[config.mk]
export PLATFORM = sky130hd
export DESIGN_NAME = if_prefetch_unit
export DESIGN_NICKNAME = d
export VERILOG_FILES = /design/src/rtl/if_prefetch_unit.sv
export SDC_FILE = /design/constraint.sdc
export NUM_CORES = 1
export LEC_CHECK = 0
export BUFFER_PORTS_ARGS = -buffer_cell sky130_fd_sc_hd__buf_4
export CAP_MARGIN = 5
export CORE_MARGIN = 2
export CORE_UTILIZATION = 45
export DETAILED_ROUTE_END_ITERATION = 12
export SYNTH_ARGS = -nofsm -noshare
export SYNTH_HDL_FRONTEND = slang
export SYNTH_SLANG_ARGS = --single-unit
[constraint.sdc]
create_clock -name clk -period 8.2 [get_ports clk]
set_clock_uncertainty 0.05 [all_clocks]
set_input_delay 1.64 -clock clk [delete_from_list [all_inputs] [get_ports clk]]
set_output_delay 1.64 -clock clk [all_outputs]
set_load 0.03 [all_outputs]
[src/rtl/if_prefetch_unit.sv]
// if_prefetch_unit: instruction-fetch stage with a prefetch queue.
// The stage issues one aligned fetch per cycle to a 1-cycle-latency
// instruction memory. Each returned word is buffered with its PC, and the
// head of the queue goes to decode over a valid/ready handshake.
// A branch or exception redirect flushes the queue and drops the response
// that is still in flight.
// Optional feature macro: FETCH_STATS_EN adds the stall and flush counters.
module if_prefetch_unit #(
  parameter int ADDR_W = 32,
  parameter int DATA_W = 32,
  parameter int DEPTH = 4,
  parameter logic [ADDR_W-1:0] RESET_PC = 32'h0000_0000,
  parameter logic [ADDR_W-1:0] EXC_VECTOR = 32'h8000_0180
) (
  input  logic              clk,
  input  logic              rst,
  output logic              imem_req,
  output logic [ADDR_W-1:0] imem_addr,
  input  logic [DATA_W-1:0] imem_rdata,
  input  logic              br,
  input  logic [ADDR_W-1:0] br_target,
  input  logic              except,
  output logic              id_valid,
  input  logic              id_ready,
  output logic [DATA_W-1:0] id_inst,
  output logic [ADDR_W-1:0] id_pc,
  output logic [ADDR_W-1:0] id_pc_plus4
`ifdef FETCH_STATS_EN
  ,
  output logic [31:0]       stat_stall_cnt,
  output logic [31:0]       stat_flush_cnt
`endif
);

  localparam int PTR_W = (DEPTH > 1) ? $clog2(DEPTH) : 1;
  localparam int CNT_W = $clog2(DEPTH + 1);

  logic [ADDR_W-1:0] pc_q;
  logic [ADDR_W-1:0] inflight_pc;
  logic [ADDR_W-1:0] target;
  logic              inflight;
  logic [CNT_W-1:0]  count;
  logic [PTR_W-1:0]  rd_ptr;
  logic [PTR_W-1:0]  wr_ptr;
  logic [DATA_W-1:0] inst_mem [DEPTH];
  logic [ADDR_W-1:0] pc_mem [DEPTH];
  logic              redirect;
  logic              room;
  logic              enq;
  logic              deq;

  // Advance a queue pointer. The wrap is explicit so that DEPTH does not
  // have to be a power of two.
  function automatic logic [PTR_W-1:0] ptr_inc(input logic [PTR_W-1:0] p);
    return (p == PTR_W'(DEPTH - 1)) ? '0 : p + 1'b1;
  endfunction

  // Redirect select: an exception outranks a branch, and the target is word-aligned.
  always_comb begin
    redirect = except | br;
    target = except ? EXC_VECTOR : br_target;
    target[1:0] = 2'b00;
  end

  // Issue decision. A fetch goes out only if its response is sure to have a
  // queue slot, which keeps count + inflight within DEPTH.
  always_comb begin
    room = ({1'b0, count} + (CNT_W + 1)'(inflight)) < (CNT_W + 1)'(DEPTH);
    imem_req = !rst & (redirect | room);
    imem_addr = redirect ? target : pc_q;
    enq = inflight & !redirect;
    deq = id_valid & id_ready;
  end

  // PC, in-flight tracking, and queue pointer/count update.
  always_ff @(posedge clk or posedge rst) begin
    if (rst) begin
      pc_q <= RESET_PC;
      inflight <= 1'b0;
      inflight_pc <= '0;
      count <= '0;
      rd_ptr <= '0;
      wr_ptr <= '0;
    end else begin
      inflight <= imem_req;
      if (imem_req) begin
        pc_q <= imem_addr + ADDR_W'(4);
        inflight_pc <= imem_addr;
      end
      if (redirect) begin
        count <= '0;
        rd_ptr <= '0;
        wr_ptr <= '0;
      end else begin
        if (enq) wr_ptr <= ptr_inc(wr_ptr);
        if (deq) rd_ptr <= ptr_inc(rd_ptr);
        count <= count + CNT_W'(enq) - CNT_W'(deq);
      end
    end
  end

  // Queue storage. It needs no reset because the outputs are qualified by count.
  always_ff @(posedge clk) begin
    if (enq) begin
      inst_mem[wr_ptr] <= imem_rdata;
      pc_mem[wr_ptr] <= inflight_pc;
    end
  end

  // Head presentation. The outputs read zero while the queue is empty.
  always_comb begin
    id_valid = (count != '0);
    id_inst = id_valid ? inst_mem[rd_ptr] : '0;
    id_pc = id_valid ? pc_mem[rd_ptr] : '0;
    id_pc_plus4 = id_valid ? pc_mem[rd_ptr] + ADDR_W'(4) : '0;
  end

`ifdef FETCH_STATS_EN
  logic flush_hit;

  // A flush counts only when a redirect throws away real work: a buffered
  // entry that is not being accepted this cycle, or the in-flight response.
  always_comb begin
    flush_hit = redirect & (inflight | (count != CNT_W'(deq)));
  end

  // Saturating statistics counters.
  always_ff @(posedge clk or posedge rst) begin
    if (rst) begin
      stat_stall_cnt <= '0;
      stat_flush_cnt <= '0;
    end else begin
      if (id_valid && !id_ready && stat_stall_cnt != '1)
        stat_stall_cnt <= stat_stall_cnt + 32'd1;
      if (flush_hit && stat_flush_cnt != '1)
        stat_flush_cnt <= stat_flush_cnt + 32'd1;
    end
  end
`endif

endmodule

### After elaboration in Yosys (flattened, before gate mapping)

Memory sizes are Yosys's and may differ from the RTL's.
Cells that the tools add are included.

* bits in registers: 72
* memory bits (writable): 256
* memories: 2

Memory list
* inst_mem: words 4, bits a word 32, rd ports 1, clocked after memory_dff 0, wr ports 1, line 45 `logic [DATA_W-1:0] inst_mem [DEPTH];`
* pc_mem: words 4, bits a word 32, rd ports 1, clocked after memory_dff 0, wr ports 1, line 46 `logic [ADDR_W-1:0] pc_mem [DEPTH];`

* $add $sub $neg: 7
* magnitude comparators: 1
* equality and inequality tests: 2
* multiplexer cells: 14
* bitwise gates (word level): 5
* reduce and logical (&&, ||, !) cells: 5

Operators by type and width (count)
* $mux W32: 5
* $add A32 B3 Y32 const B: 2
* $mux W2: 6
* $add A2 B1 Y2 const B: 2
* $add A3 B1 Y4: 1
* $eq A2 B2 Y1 const B: 2
* $lt A4 B3 Y1 const B: 1
* $reduce_bool A2 Y1: 2
* $add A3 B1 Y3: 1
* $and A1 B1 Y1: 3
* $mux W3: 1
* $reduce_bool A3 Y1: 1
* $sub A3 B1 Y3: 1
* $logic_not A1 Y1: 2
* $mux W1: 2
* $or A1 B1 Y1: 2

### Depth between registers and ports, before layout

* depth after elaboration: 6
* mapped depth: 14

### Worst setup path after synthesis

No wires, ideal clock.

* kind: in2reg
* start point: input port br
* end point: register pc_q[28]
* setup time: 141 ps
* arrival time: 4985 ps
* data required time: 8009 ps
* slack: 3024 ps
* stages: 14
* buffers on the path: 5
* path through: buf_2 > buf_2 > buf_2 > buf_2 > buf_2 > mux2i_1 > nor2_1 > ha_1 > inv_1 > a2111oi_4 > nand4_1 > nor4_2 > a311o_1 > a31oi_1

* longest elaborated chain between the ends: 3

Ends and longest elaborated chain
* start: declaration: line 20 `input logic br,`
* $or A1 B1 Y1: line 60 `redirect = except | br;`
* $mux W32: line 70 `imem_addr = redirect ? target : pc_q;`
* net imem_addr[3]: line 18 `output logic [ADDR_W-1:0] imem_addr,`
* $add A32 B3 Y32: line 87 `pc_q <= imem_addr + ADDR_W'(4);`
* end signal: assignment: line 87
* end: declaration: line 38 `logic [ADDR_W-1:0] pc_q;`

The timed path passes the listed nets, and every way through them passes these cells.
A chain may end at the register's enable or synchronous reset.

### Worst setup path after layout

* start point: register rd_ptr[1]
* end point: output port id_pc_plus4[16]

* longest elaborated chain between the ends: 3

Ends and longest elaborated chain
* start: declaration: line 43 `logic [PTR_W-1:0] rd_ptr;`
* start signal: assignment: line 96 `if (deq) rd_ptr <= ptr_inc(rd_ptr);`
* $mem_v2 Z4 W32
* $add A32 B3 Y32: line 115 `id_pc_plus4 = id_valid ? pc_mem[rd_ptr] + ADDR_W'(4) : '0;`
* $mux W32: line 115
* end: declaration: line 27 `output logic [ADDR_W-1:0] id_pc_plus4`

No other way between the ends.

==> impl_metrics.csv <==
group,metric,value,unit
run_status,status,"finished clean",
finish,final_core_util,0.549,
pwr,p_per_area,211,nW/µm²
yosys,synth_edf_count,256,
global_route,grt_usage,0.185,
detailed_routing,vias_per_cell,5.32,
setup_path,startpoint,"rd_ptr[1]$_DFFE_PP0P_",
yosys,yosysWarnings,0,
detailed_routing,totalWireLength,31.0,mm
yosys,synth_top_area_cell,"edfxtp_1",
yosys,syn-num-nets,1087,
setup_path,crit_required,6.51,ns
detailed_routing,dr.pass1.iters,5,
job,max_cap_violations,0,
detailed_routing,drt_iter0_drc,586,
finish,seq_area,9440,µm²
finish,finalNetCount,1273,
clocking,clockBufferDepth,3,
finish,nFillCells,2653,
timing,period_share,0.699,
timing,max_freq,174,MHz
yosys,synth.top_cell.area_share,0.530,
global_route,grt_pass1_vias,8549,
floorplanning,die_x,184,µm
floorplanning,dieArea,33700,µm²
setup_path,r2r-end,"count[2]$_DFF_PP0_",
global_route,grt_antenna_before_repair,0,
setup_path,cp_max_fo,41,
yosys,avgSynthCellArea,14.4,µm²
timing,fin_crit,5.73,ns
setup_path,crit_arrival,4.04,ns
timing,drv_slew,0,
yosys,ys_ff_latch,326,
setup_path,start_kind,"flip-flop",
finish,diodes,0,
yosys,ys.flop_type,"edfxtp_1",
floorplanning,start_util,0.458,
floorplanning,row_count,65,
placed_design,gp_congestion,0.793,
setup_path,r2r_slack,4.49,ns
pwr,power_leakage,6.50,nW
timing,hold_viol_final,0,
placed_design,pre_cts_ws,2.63,ns
setup_path,reg2regPathDepth,13,
detailed_routing,drc,0,
detailed_routing,routed-via-count,8613,
timing,rsz0062_at_grt,"no",
setup_path,crit_type,"reg -> out",
timing,setup_ws,2.47,ns
pwr,finalPower,0.00367,W
yosys,yosysSeqAreaShare,0.651,
yosys,synth_commonest_cells,"edfxtp_1 (256), nand2_1 (143), nor2_1 (74), dfrtp_1 (70), and2_1 (67)",
yosys,synthDistinctLibCells,60,
clocking,cts_tree,"done",
global_route,globalRouteOverflowTotal,0,
floorplanning,fp.coreArea,31600,µm²
clocking,hold_buffers,0,
pwr,ir_drop,0.114,mV
setup_path,worstSetupEndpoint,"id_pc_plus4[16]",
yosys,yosysMostFrequentCell,"edfxtp_1",
placed_design,dp_hpwl,20.1,mm
detailed_routing,detail_route.wl_per_cell,19.1,µm
finish,multi_input_area,4740,µm²
clocking,h-tree-depth,2,
floorplanning,ios,199,
setup_path,end_kind,"output port",
timing,timing.slew.headroom,0.397,
clocking,clk_pin_slew_worst_paths,0.06,ns
yosys,async_flop_share,0.215,
yosys,syn-instance-count,1007,
finish,drive_gt1_frac,0.284,
clocking,cts_root_buf,"clkbuf_16",
clocking,clock_latency,0.50,ns
setup_path,reg2reg_from,"count[1]$_DFF_PP0_",
yosys,synth_area,14500,µm²
clocking,cts.sink_count,326,
timing,setup_viol,0,
clocking,cts_resized,0,
yosys,yosys-top-cells-area,"edfxtp_1 (53%), dfrtp_1 (12%), mux4_2 (9.2%)",
placed_design,io_buffers,196,
clocking,cts_buffers,35,
timing,setup_tns,0,ns
detailed_routing,ant_nets,0,
finish,syn2layout_area_growth,19.8,%
clocking,post_cts_buffers,0,
global_route,grt_first_pass_wirelength,48.4,mm
worst_hold_path,hp-class,"reg -> reg",
timing,hold_slack,0.432,ns
global_route,grt_max_degree,88,
floorplanning,chipHeight,184,µm
timing,worst_pin_slew,0.901,ns
[cells in the final DEF (no fill, tap or decap), types with 3 or more instances in the layout]
cell,instances
dfrtp_1,68
a211oi_1,3
mux4_2,59
nand3_1,30
xnor2_1,33
nor3_2,7
mux2i_1,27
nand3b_1,12
a21oi_1,12
and3_1,3
clkinv_1,5
nor2_1,74
nor2b_1,7
and3_2,4
nand4_1,9
inv_1,13
nand2_1,143
xor2_1,19
nor4_2,8
o21ai_0,30
mux4_1,5
ha_1,10
buf_4,207
edfxtp_1,256
nor3_1,4
and2_1,67
nand2b_1,4
clkbuf_1,9
clkinv_2,8
clkbuf_16,37
[metal layers]
| metal | routed length (µm) | vias up | GRT usage | part of all wire |
|---|---|---|---|---|
| li1 | - | 4080 | - | - |
| met1 | 14500 | 4250 | 0.273 | 0.47 |
| met2 | 14300 | 251 | 0.292 | 0.46 |
| met3 | 1810 | 32 | 0.0313 | 0.059 |
| met4 | 395 | 0 | 0.0390 | 0.013 |
| met5 | 0 | - | 0 | 0 |
[metrics by stage]
stage	std cells	area [µm²]
finish	1620	17400
global route	1620	17400
CTS	1620	17400
detailed placement	1558	16300
global placement	1558	16300
floorplan	1007	14500
[layout make-up]
type / count / area share
sequential: 326 / 0.544
tap: 402 / 0.0289
clock buffer: 48 / 0.0568
clock inverter: 14 / 0.00533
timing repair buffer: 207 / 0.0894
multi-input combinational: 608 / 0.273
inverter: 15 / 0.00324
[state kept, by name, summed over array words and instances (netlist names)]
name and flops:
inst_mem 128, pc_mem 128, pc_q 32, inflight_pc 30, count 3, rd_ptr 2, wr_ptr 2, inflight 1
[how the worst min path moves through the flow]
stage	depth (start not counted)	startpoint	slack, ns	endpoint
2_1_floorplan	2	pc_q[16]$_DFFE_PP0P_	0.39	pc_q[16]$_DFFE_PP0P_
5_1_grt	2	pc_q[30]$_DFFE_PP0P_	0.47	pc_q[30]$_DFFE_PP0P_
3_5_place_dp	2	pc_q[30]$_DFFE_PP0P_	0.42	pc_q[30]$_DFFE_PP0P_
6_report	2	pc_q[30]$_DFFE_PP0P_	0.43	pc_q[30]$_DFFE_PP0P_
4_1_cts	2	pc_q[30]$_DFFE_PP0P_	0.43	pc_q[30]$_DFFE_PP0P_
3_3_place_gp	2	pc_q[31]$_DFFE_PP0P_	0.41	pc_q[31]$_DFFE_PP0P_
[where the power goes]
part / internal (W) / switching, W / total (W)
sequential: 0.00183 / 0.0000368 / 0.00187
combinational: 0.000124 / 0.000204 / 0.000327
clock: 0.000873 / 0.000596 / 0.00147
[worst max-delay path, stage by stage, from the launching register on]
cell and delay (ns):
dfrtp_2 0.76, buf_4 0.64, mux4_2 0.40, ha_1 0.27, nand4_2 0.41, nor2_1 0.43
nand4b_1 0.17, xor2_1 0.16, nor2_1 0.10, buf_4 0.17
[kinds of logic after synthesis]
kind of cell | count (synthesis) | synth area share
and+or+nand+nor | 386 | 0.135
xor gates and xnor gates | 52 | 0.0314
AOI/OAI and AO/OA | 67 | 0.0295
DFF | 326 | 0.651
buffers and inverters | 73 | 0.0233
muxes | 92 | 0.120
adders and majority gates | 11 | 0.0100
No activity file was read; power rests on OpenSTA's default activity.
